--- config.mk ---
export PLATFORM = sky130hd
export DESIGN_NAME = pc_sequencer_flat
export DESIGN_NICKNAME = d
export VERILOG_FILES = /design/src/rtl/pc_sequencer_if.sv /design/src/rtl/pc_sequencer.sv /design/src/flat_wrapper.sv
export SDC_FILE = /design/constraint.sdc
export NUM_CORES = 1
export LEC_CHECK = 0
export ABC_AREA = 1
export CAP_MARGIN = 10
export CELL_PAD_IN_SITES_DETAIL_PLACEMENT = 1
export CELL_PAD_IN_SITES_GLOBAL_PLACEMENT = 1
export CORE_ASPECT_RATIO = 0.9
export CORE_UTILIZATION = 37
export CTS_BUF_LIST = sky130_fd_sc_hd__clkbuf_4 sky130_fd_sc_hd__clkbuf_8
export DETAILED_ROUTE_END_ITERATION = 10
export HOLD_SLACK_MARGIN = 0.15
export PLACE_DENSITY = 0.92
export SKIP_CTS_REPAIR_TIMING = 1
export SLEW_MARGIN = 20
export SYNTH_ARGS = -nofsm -noshare
export SYNTH_HDL_FRONTEND = slang
export SYNTH_SLANG_ARGS = --single-unit
export TNS_END_PERCENT = 30
--- constraint.sdc ---
create_clock -name clk -period 2.1 [get_ports clk]
set_clock_uncertainty 0.15 [all_clocks]
set_input_delay 0.315 -clock clk [delete_from_list [all_inputs] [get_ports clk]]
set_output_delay 0.315 -clock clk [all_outputs]
set_load 0.02 [all_outputs]
--- src/rtl/pc_sequencer_if.sv ---
// pc_sequencer_if: fetch-control bus between the hazard/EX/imem side and the PC sequencer.
interface pc_sequencer_if #(parameter int WIDTH = 16);
  logic stall;
  logic imem_ready;
  logic redirect;
  logic [WIDTH-1:0] redirect_target;
  logic halt_detect;
  logic [WIDTH-1:0] pc;
  logic [WIDTH-1:0] pc_plus2;
  logic flush_if;
  logic halted;
  logic halt_done;
  modport master(
    output stall, imem_ready, redirect, redirect_target, halt_detect,
    input pc, pc_plus2, flush_if, halted, halt_done
  );
  modport slave(
    input stall, imem_ready, redirect, redirect_target, halt_detect,
    output pc, pc_plus2, flush_if, halted, halt_done
  );
endinterface

--- src/rtl/pc_sequencer.sv ---
// pc_sequencer: fetch-stage PC owner arbitrating advance, stall, imem wait, redirect and halt.
module pc_sequencer #(
  parameter int WIDTH = 16,
  parameter logic [WIDTH-1:0] RESET_PC = '0,
  parameter int INC = 2,
  parameter int DRAIN_CYCLES = 4
) (
  input logic clk,
  input logic rst,
  pc_sequencer_if.slave bus
);
  localparam int CW = $clog2(DRAIN_CYCLES + 1);
  typedef enum logic [1:0] {RUN, MISS, MISS_REDIR, HALTED} state_t;
  state_t state;
  logic [WIDTH-1:0] target;
  logic [CW-1:0] cnt;
  assign bus.pc_plus2 = bus.pc + WIDTH'(INC);
  assign bus.flush_if = bus.redirect || state == MISS_REDIR;
  // Sequencer FSM: redirect beats imem wait beats halt beats stall beats advance.
  always_ff @(posedge clk or negedge rst) begin
    if (!rst) begin
      state <= RUN;
      bus.pc <= RESET_PC;
      target <= '0;
      cnt <= '0;
      bus.halted <= 1'b0;
      bus.halt_done <= 1'b0;
    end else begin
      case (state)
        RUN, MISS: begin
          if (bus.redirect && (state == MISS || !bus.imem_ready)) begin
            target <= bus.redirect_target;
            state <= MISS_REDIR;
          end else if (bus.redirect) begin
            bus.pc <= bus.redirect_target;
          end else if (!bus.imem_ready) begin
            state <= MISS;
          end else if (bus.halt_detect) begin
            state <= HALTED;
            cnt <= '0;
            bus.halted <= 1'b1;
          end else begin
            state <= RUN;
            if (!bus.stall) bus.pc <= bus.pc_plus2;
          end
        end
        MISS_REDIR: begin
          if (bus.redirect) target <= bus.redirect_target;
          if (bus.imem_ready) begin
            bus.pc <= bus.redirect ? bus.redirect_target : target;
            state <= RUN;
          end
        end
        HALTED: begin
          if (bus.redirect) begin
            bus.pc <= bus.redirect_target;
            state <= RUN;
            cnt <= '0;
            bus.halted <= 1'b0;
            bus.halt_done <= 1'b0;
          end else begin
            if (cnt != CW'(DRAIN_CYCLES)) cnt <= cnt + CW'(1);
            bus.halt_done <= cnt >= CW'(DRAIN_CYCLES - 1);
          end
        end
      endcase
    end
  end
endmodule
--- src/flat_wrapper.sv ---
// flat-port wrapper written by rule: the top's interface ports become plain ports
module pc_sequencer_flat 
#(
  parameter int WIDTH = 16,
  parameter logic [WIDTH-1:0] RESET_PC = '0,
  parameter int INC = 2,
  parameter int DRAIN_CYCLES = 4
)
  (clk, rst, bus_stall, bus_imem_ready, bus_redirect, bus_redirect_target, bus_halt_detect, bus_pc, bus_pc_plus2, bus_flush_if, bus_halted, bus_halt_done);
  pc_sequencer_if #(.WIDTH(WIDTH)) bus_i ();
  input logic clk;
  input logic rst;
  input wire logic [$bits(bus_i.stall)-1:0] bus_stall;
  input wire logic [$bits(bus_i.imem_ready)-1:0] bus_imem_ready;
  input wire logic [$bits(bus_i.redirect)-1:0] bus_redirect;
  input wire logic [$bits(bus_i.redirect_target)-1:0] bus_redirect_target;
  input wire logic [$bits(bus_i.halt_detect)-1:0] bus_halt_detect;
  output wire logic [$bits(bus_i.pc)-1:0] bus_pc;
  output wire logic [$bits(bus_i.pc_plus2)-1:0] bus_pc_plus2;
  output wire logic [$bits(bus_i.flush_if)-1:0] bus_flush_if;
  output wire logic [$bits(bus_i.halted)-1:0] bus_halted;
  output wire logic [$bits(bus_i.halt_done)-1:0] bus_halt_done;
  assign bus_i.stall = bus_stall;
  assign bus_i.imem_ready = bus_imem_ready;
  assign bus_i.redirect = bus_redirect;
  assign bus_i.redirect_target = bus_redirect_target;
  assign bus_i.halt_detect = bus_halt_detect;
  assign bus_pc = bus_i.pc;
  assign bus_pc_plus2 = bus_i.pc_plus2;
  assign bus_flush_if = bus_i.flush_if;
  assign bus_halted = bus_i.halted;
  assign bus_halt_done = bus_i.halt_done;
  pc_sequencer #(.WIDTH(WIDTH), .RESET_PC(RESET_PC), .INC(INC), .DRAIN_CYCLES(DRAIN_CYCLES)) u_core (.clk(clk), .rst(rst), .bus(bus_i));
endmodule
## After elaboration in Yosys (flattened, before gate mapping)

Index checks and enable logic that the tools add are counted.

- Flip-flop bits (word level): 39
- Bits of input ports: 22
- Output and inout port bits: 35
- Logic and storage cells: 70

- Add/subtract/negate cells: 2
- Order comparisons: 1
- Equal/unequal tests: 16
- Muxes and demuxes: 32
- Reduce and logical (&&, ||, !) cells: 13

Operators with widths:

| kind | count |
|---|---|
| $mux W16 | 9 |
| $pmux W16 S3 | 1 |
| $pmux W16 S2 | 1 |
| $mux W3 | 6 |
| $reduce_and A6 Y1 | 3 |
| $add A16 B2 Y16 const B | 1 |
| $mux W2 | 6 |
| $ne A2 B2 Y1 const B | 6 |
| $ne A3 B3 Y1 const B | 4 |
| $mux W1 | 6 |
| $ne A3 B2 Y1 const B | 2 |
| $pmux W2 S3 | 1 |
| $pmux W3 S2 | 1 |
| $eq A2 B2 Y1 const B | 2 |
| $reduce_bool A2 Y1 | 2 |
| $add A3 B1 Y3 const B | 1 |
| $ge A3 B2 Y1 const B | 1 |
| $reduce_and A3 Y1 | 1 |
| $eq A2 B1 Y1 const B | 1 |
| $logic_not A2 Y1 | 1 |
| $logic_or A1 B1 Y1 | 2 |
| $ne A2 B1 Y1 const B | 1 |
| $pmux W1 S2 | 1 |
| $reduce_and A2 Y1 | 1 |
| other kinds (3) | 3 |

## Logic depth before layout (Yosys ltp)

Gate-level depths: netlist of run 1.

- Depth after elaboration: 7
- Mapped depth: 11
- Mapped depth without buffers: 10

## Worst setup path before layout of run 1

Ideal clock, no wire load.

- Kind: register to output
- Start point: register u_core.bus.pc[1]
- End point: output bus_pc_plus2[7]
- Arrival time: 1.477 ns
- Required time: 1.635 ns
- Slack: 0.158 ns
- Cell stages (with the launch flop): 5
- Path buffers: 0
- Path through: dfrtp_1 > ha_1 > nand3_1 > nor2_1 > xor2_1

- Longest elaborated chain between the ends: 1

RTL lines:

| what | line | RTL |
|---|---|---|
| from (decl) | pc_sequencer_if.sv:19 | `output pc, pc_plus2, flush_if, halted, halt_done` |
| from (signal assigned) | pc_sequencer.sv:35 | `bus.pc <= bus.redirect_target;` |
| from (signal assigned) | pc_sequencer.sv:44 | `if (!bus.stall) bus.pc <= bus.pc_plus2;` |
| from (signal assigned) | pc_sequencer.sv:50 | `bus.pc <= bus.redirect ? bus.redirect_target : target;` |
| $add A16 B2 Y16 | pc_sequencer.sv:17 | `assign bus.pc_plus2 = bus.pc + WIDTH'(INC);` |
| to (decl) | flat_wrapper.sv:19 | `output wire logic [$bits(bus_i.pc_plus2)-1:0] bus_pc_plus2;` |

Every way passes these cells.

## Worst setup path after layout of run 1

- Start point: register u_core.bus.pc[1]
- End point: output bus_pc_plus2[11]

Same word-level chain as after synthesis.

==> results.ini, run 1 <==
[critical_path]
crit_arrival_ns = 1.70
worstPathRequired_ns = 1.63
slowest_stage = dfrtp_1
crit_chain = ha_2 > nand3_4 > buf_4 > inv_1 > nand3_1 > nand2_1 > and2_1 > buf_2
critPathLaunchType = flip-flop
end_kind = output pin
path_class = flip-flop to output pin
path_delay_family = buffers and inverters
path_max_fanout = 3
worst-path-buf-inv = 3
crit_path_max_incr_delay_ns = 0.38

[floorplan]
design.die.area_mm2 = 0.00709
die_w_um = 88.6
start_util_pct = 38.1
io_pins = 57
coreArea_mm2 = 0.00655
rows = 28
die_h_um = 80.0

[grt]
grt_max_degree = 40
grt_pass1_vias = 2970
grt_usage_pct = 26.4
met2_usage_pct = 45.7
grt-busiest-layer = met2
antenna_found_initial = 0
grt_util_met1_pct = 31.6
grt-ovfl-total = 0
grt_use_met3_pct = 5.48
grt_pass1_wl_um = 14000

[power]
static-leakage-power_nw = 1.73
powerDensity_mw_per_mm2 = 1590
max-vdd-ir-drop_uv = 718

[outcome]
violations = setup timing
status = finished with violations

[cts]
clock_latency_ns = 0.31
cts_buffer_depth = 2
clk_pin_slew_ns = 0.08
cts_root_buf = clkbuf_8
cts_tree = yes
clock_sink_count = 39
cts.htree.levels = 2
cts_buffers = 5

[synthesis]
synth_area_mm2 = 0.00250
synthesis.nets = 373
ys_types = 30
synth_seq_cells = 39
synth_top_area_share_pct = 39.1
yosysTopAreaCell = dfrtp_1
ys_seq_area_share_pct = 39.1
synth.avg_cell_area_um2 = 7.20
synthCells = 347
yosysWarnings = 0
synth_area_leaders = dfrtp_1 (39%), nand2_1 (12%), o211ai_1 (7.8%)

[routing]
first_iter_violations = 110
dr.pass1.iters = 4
wl_per_cell_um = 16.5
routed_wl_um = 8810
drc = 0
ant_nets = 0
vias = 2784
via_per_inst = 5.22

[sta]
period_needed_ns = 2.17
hold_viol = 0
rsz0062_at_grt = yes
slew_headroom_pct = 63.7
setup_viol = 7
worst_pin_slew_ns = 0.545
fin_crit_sh_pct = 103
setup_ws_ns = -0.0665
timing.hold.ws_ns = 0.359
finalMaxSlewViolations = 0
fmax_mhz = 462

[flow_run]
maxCapViolations = 0

[final_layout]
layout.nets = 468
layout_common_cells = nand2_1 (83), buf_4 (43), clkdlybuf4s50_1 (40), dfrtp_1 (39), nor2_1 (38)
final_common_cell = nand2_1
drive_above_1_share_pct = 20.8
area_growth_pct = 42.5
diodes = 0
final_util_pct = 54.4
fill_cells = 852

[placement]
portBuffers = 56
place_congestion = 0.861
hpwl_um = 6390
dp_slack_ns = -0.189

[hold_path]
hold_class = flip-flop to flip-flop

metal layers:
metal,routed length [um],up-vias
li1,-,1333
met1,3780,1368
met2,4480,62
met3,317,21
met4,230,0
met5,0,-
registers in the layout, summed over array words and instances, names as in the netlist:
| name | flops |
|---|---|
| u_core.bus.pc | 16 |
| u_core.state | 2 |
| u_core.target | 16 |
| u_core.cnt | 3 |
| u_core.bus.halt_done | 1 |
| u_core.bus.halted | 1 |
cell families (layout without fill, tap and decap cells):
group                      after synthesis  count (layout)  share of synthesized area [%]
and+or+nand+nor                        172             172                           29.8
AOI/OAI and AO/OA                       72              72                           18.2
buffers and inverters                   55             151                           9.16
DFF                                     39              39                           39.1
xor gates and xnor gates                 5               5                           1.75
adders and majority gates                4               4                           2.00
report_power, final:
part           leakage, nW  switching, mW  internal, mW
clock               0.0549          0.301         0.313
combinational         1.20           2.16          1.50
sequential           0.468          0.280          1.11
synth_stat cells (all sizes together):
cell type	instances
a21o	1
a21oi	14
a22o	1
a31oi	3
and2	6
buf	7
clkbuf	5
dfrtp	39
ha	4
inv	43
nand2	87
nand3	29
nand4	6
nor2	43
o211ai	26
o21ai	26
o22ai	1
or2	1
xor2	5
path summary, 6_finish.rpt:
kind / start / end / slack [ns] / cells after the start
worst max-delay path: u_core.bus.pc[1] / bus_pc_plus2[11] / -0.07 / 8
worst min-delay path: u_core.target[4] / u_core.target[4] / 0.36 / 2
worst max register to register: u_core.state[1] / u_core.bus.pc[7] / 0.29 / 9
worst min register to register: u_core.target[4] / u_core.target[4] / 0.36 / 2
max in group asynchronous: rst / u_core.state[0] / 0.97 / 3
min in group asynchronous: rst / u_core.target[12] / 0.45 / 3
metrics by stage:
stage          area [um2]  cells  power (mW)  setup TNS, ns
2_1_floorplan        2500    347        3.38              0
3_3_place_gp         3430    523        4.87         -0.561
3_5_place_dp         3430    523        5.07          -1.56
4_1_cts              3530    531        5.73          -5.86
6_report             3560    533        5.67         -0.188
5_1_grt              3560    533        6.08          -1.21
area by class of cell:
cell class	count	area (um2)	area share (%)
clock buffer	8	104	2.92
timing repair buffer	100	858	24.1
sequential	39	976	27.4
multi-input combinational	253	1350	37.8
inverter	43	164	4.60
tap	90	113	3.16
tightest hold or removal path, cell delays in order, from the launching register on:
cell and delay [ns]:
dfrtp_1 0.35, nand2_1 0.06, o211ai_1 0.07
Power figures use the tool's default switching activity.
==> inputs of run 2 (changes only) <==
--- a/config.mk
+++ b/config.mk
@@ -10,11 +10,12 @@
 export CELL_PAD_IN_SITES_DETAIL_PLACEMENT = 1
 export CELL_PAD_IN_SITES_GLOBAL_PLACEMENT = 1
 export CORE_ASPECT_RATIO = 0.9
-export CORE_UTILIZATION = 37
+export CORE_UTILIZATION = 40
 export CTS_BUF_LIST = sky130_fd_sc_hd__clkbuf_4 sky130_fd_sc_hd__clkbuf_8
+export CTS_CLUSTER_DIAMETER = 120
 export DETAILED_ROUTE_END_ITERATION = 10
 export HOLD_SLACK_MARGIN = 0.15
-export PLACE_DENSITY = 0.92
+export PLACE_DENSITY = 0.95
 export SKIP_CTS_REPAIR_TIMING = 1
 export SLEW_MARGIN = 20
 export SYNTH_ARGS = -nofsm -noshare
==> constraint.sdc (replaced) <==
create_clock -name clk -period 2.72 [get_ports clk]
set_clock_uncertainty 0.15 [all_clocks]
set_input_delay 0.408 -clock clk [delete_from_list [all_inputs] [get_ports clk]]
set_output_delay 0.408 -clock clk [all_outputs]
set_load 0.02 [all_outputs]
==> results.ini, run 2 (same netlist as run 1, synthesis figures left out) <==
[outcome]
status = completed

[final_layout]
area_growth_pct = 31.1
final_common_cell = nand2_1
layout.nets = 431
drive_above_1_share_pct = 10.1
layout_common_cells = nand2_1 (83), clkdlybuf4s50_1 (51), nor2_1 (38), dfrtp_1 (38), inv_1 (36)
reg.largest.list = u_core.bus.pc x16, u_core.target x16, u_core.cnt x3
fin_area_mm2 = 0.00328
fill_cells = 745
diodes = 0

[sta]
fmax_mhz = 371
fin_crit_sh_pct = 99.2
timing.hold.ws_ns = 0.102
hold_viol = 0
worst_pin_slew_ns = 0.942
fin_tns_setup_ns = 0
period_needed_ns = 2.70
setup_viol = 0
slew_headroom_pct = 37.2
rsz0062_at_grt = yes
finalMaxSlewViolations = 0

[placement]
hpwl_um = 6090
placed_area_mm2 = 0.00313
portBuffers = 56
place_congestion = 0.816

[cts]
clock_sink_count = 39
cts_tree = yes
cts.htree.levels = 2
cts_root_buf = clkbuf_8
clock_latency_ns = 0.30
cts_buffers = 5
clk_pin_slew_ns = 0.08
cts_buffer_depth = 2

[critical_path]
ff2ff_setup_slack_ns = 0.53
path_class = flip-flop to output pin
rr_worst_depth = 10
path_max_fanout = 5
end_kind = output pin
critPathLaunchType = flip-flop
crit_arrival_ns = 2.14
r2r-end = u_core.bus.pc[9]
timing.rr.start = u_core.state[1]
worstPathRequired_ns = 2.16

[floorplan]
start_util_pct = 42.7
io_pins = 57
design.die.area_mm2 = 0.00657
rows = 26
die_w_um = 85.3
die_h_um = 77.0
coreArea_mm2 = 0.00586

[routing]
ant_nets = 0
first_iter_violations = 177
wl_per_cell_um = 17.7
via_per_inst = 5.68
dr.pass1.iters = 4
vias = 2704
routed_wl_um = 8430
drc = 0

[flow_run]
maxCapViolations = 0

[grt]
antenna_found_initial = 0
grt_max_degree = 40
grt_pass1_wl_um = 13500
grt_pass1_vias = 2846
grt-ovfl-total = 0
grt_usage_pct = 26.1

[power]
internal_power_mw = 2.13
max-vdd-ir-drop_uv = 527
p_clk_share_pct = 12.6
static-leakage-power_nw = 1.54
combPwrFrac_pct = 59.7
switching_share_pct = 48.7
powerDensity_mw_per_mm2 = 1270
seqPwrFrac_pct = 27.8
p_switching_mw = 2.02

[hold_path]
hold_class = input port to async pin

-- run 2: worst max-delay path, stage by stage (launching register included) --
cell	delay, ns
dfrtp_1	0.44
nand3_1	0.21
nor2_1	0.27
xor2_1	0.26
clkdlybuf4s50_1	0.66
-- run 2: worst max path at each step --
stage                     startpoint          endpoint  slack, ns  cells past startpoint
global placement    u_core.bus.pc[1]   bus_pc_plus2[7]       0.25                      5
finish              u_core.bus.pc[3]   bus_pc_plus2[6]       0.02                      4
floorplan           u_core.bus.pc[1]   bus_pc_plus2[7]       0.68                      4
global route        u_core.bus.pc[3]  bus_pc_plus2[12]      -0.07                      6
CTS                 u_core.bus.pc[1]  bus_pc_plus2[15]      -0.22                      7
detailed placement  u_core.bus.pc[1]  bus_pc_plus2[15]       0.11                      7
-- run 2: metal layers --
metal	routed length [um]	track usage, %	up-vias
met5	0	0	-
met3	344	4.63	26
met1	3530	31.5	1332
met4	267	9.83	0
li1	-	-	1264
met2	4290	46.3	82
-- run 2: final cells by class --
cell class	instances	area (um2)	area share, %
Timing Repair Buffer	63	618	18.9
Sequential cell	39	977	29.8
Tap cell	70	87.6	2.67
Inverter	43	164	5.00
Clock inverter	2	35.0	1.07
Clock buffer	6	82.6	2.52
Multi-Input combinational cell	253	1310	40.0
-- run 2: power groups by stage --
stage / clock network (mW) / registers, mW / logic, mW
after floorplan: 0 / 1.23 / 1.38
after global placement: 0 / 1.12 / 2.33
after detailed placement: 0 / 1.15 / 2.44
after CTS: 0.520 / 1.14 / 2.47
after global routing: 0.549 / 1.18 / 2.68
final: 0.521 / 1.15 / 2.48
-- run 2: stage by stage --
step / std cells / util [%] / worst slack [ns] / total power, mW
after floorplan: 347 / - / 0.685 / 2.61
after global placement: 468 / 53.4 / 0.248 / 3.46
after detailed placement: 468 / 53.4 / 0.109 / 3.59
after CTS: 476 / 55.4 / -0.218 / 4.14
after global routing: 476 / 55.9 / -0.0706 / 4.41
final: 476 / 55.9 / 0.0230 / 4.15
==> inputs of run 3 (changes only) <==
--- a/config.mk
+++ b/config.mk
@@ -16,6 +16,7 @@
 export DETAILED_ROUTE_END_ITERATION = 10
 export HOLD_SLACK_MARGIN = 0.15
 export PLACE_DENSITY = 0.95
+export RECOVER_POWER = 25
 export SKIP_CTS_REPAIR_TIMING = 1
 export SLEW_MARGIN = 20
 export SYNTH_ARGS = -nofsm -noshare
==> results.ini, run 3 (same netlist as run 1, synthesis figures left out) <==
[routing]
routed_wl_um = 8440
vias = 2715
drc = 0
dr.pass1.iters = 4
ant_nets = 0
via_per_inst = 5.70
wl_per_cell_um = 17.7
first_iter_violations = 177

[cts]
cts_buffers = 5
cts_root_buf = clkbuf_8
cts_buffer_depth = 2
clock_sink_count = 39
clock_latency_ns = 0.30
cts.htree.levels = 2
cts_tree = yes
clk_pin_slew_ns = 0.08

[critical_path]
path_max_fanout = 5
crit_arrival_ns = 2.14
path_class = flip-flop to output pin
end_kind = output pin
critPathLaunchType = flip-flop
worstPathRequired_ns = 2.16

[final_layout]
layout_common_cells = nand2_1 (83), clkdlybuf4s50_1 (51), nor2_1 (38), dfrtp_1 (38), inv_1 (36)
reg.largest.list = u_core.bus.pc x16, u_core.target x16, u_core.cnt x3
multi_input_area_mm2 = 0.00131
seq_area_um2 = 977
drive_above_1_share_pct = 10.1
diodes = 0
final_common_cell = nand2_1
area_growth_pct = 31.1
fill_cells = 745
final_util_pct = 55.9
layout.nets = 431

[grt]
grt_max_degree = 40
grt_pass1_wl_um = 13500
antenna_found_initial = 0
grt_pass1_vias = 2846
grt_usage_pct = 26.1
grt-ovfl-total = 0

[flow_run]
maxCapViolations = 0

[sta]
hold_viol = 0
fmax_mhz = 371
slew_headroom_pct = 29.7
rsz0062_at_grt = yes
period_needed_ns = 2.70
fin_crit_sh_pct = 99.1
timing.hold.ws_ns = 0.141
finalMaxSlewViolations = 0
worst_pin_slew_ns = 1.05
setup_viol = 0
fin_tns_setup_ns = 0

[power]
static-leakage-power_nw = 1.54
powerDensity_mw_per_mm2 = 1270
max-vdd-ir-drop_uv = 527

[floorplan]
io_pins = 57
start_util_pct = 42.7
coreArea_mm2 = 0.00586
die_w_um = 85.3
die_h_um = 77.0
rows = 26
design.die.area_mm2 = 0.00657

[hold_path]
hold_class = input port to async pin

[outcome]
status = completed

[placement]
portBuffers = 56
place_congestion = 0.816
hpwl_um = 6090

## run 3: cell count changes in the layout (fill, tap and decap cells not counted)
cell | before | now
buf_2 | 1 | 0
clkbuf_2 | 0 | 1
## run 3: final cells by class
class,count,area share [%]
clock inverter,2,1.07
inverter,43,5.00
tap,70,2.67
sequential,39,29.8
timing repair buffer,63,18.9
multi-input combinational,253,40.0
clock buffer,6,2.52
## run 3: worst paths after layout
kind	startpoint	endpoint	slack, ns	depth (start not counted)
min in group clk	u_core.target[8]	u_core.target[8]	0.37	2
setup reg to reg	u_core.state[1]	u_core.bus.pc[9]	0.54	10
max in group asynchronous	rst	u_core.bus.pc[1]	1.57	1
setup / recovery	u_core.bus.pc[3]	bus_pc_plus2[6]	0.02	4
hold reg to reg	u_core.target[8]	u_core.target[8]	0.37	2
hold / removal	rst	u_core.bus.pc[12]	0.14	1
## run 3: through the flow
stage | setup slack [ns] | power [mW] | instance area, um2 | std cells
after global placement | 0.248 | 3.46 | 3130 | 468
final | 0.0247 | 4.15 | 3280 | 476
after detailed placement | 0.109 | 3.59 | 3130 | 468
after CTS | -0.218 | 4.14 | 3250 | 476
after floorplan | 0.685 | 2.61 | 2500 | 347
after global routing | -0.0706 | 4.41 | 3280 | 476
## run 3: report_power, final
group          total [mW]  switching (mW)  internal (mW)
registers            1.15           0.293          0.860
logic                2.48            1.51          0.970
clock network       0.521           0.224          0.297
total                4.15            2.02           2.13
## run 3: worst max-delay path: stages (launching register included)
cell and delay [ns]:
dfrtp_1 0.44, nand3_1 0.21, nor2_1 0.27, xor2_1 0.26, clkdlybuf4s50_1 0.66
## run 3: per-layer routing
metal	up-vias	GRT usage [%]	wire length, um
li1	1263	-	-
met1	1340	31.5	3540
met2	86	46.3	4300
met3	26	4.63	339
met4	0	9.83	262
met5	-	0	0
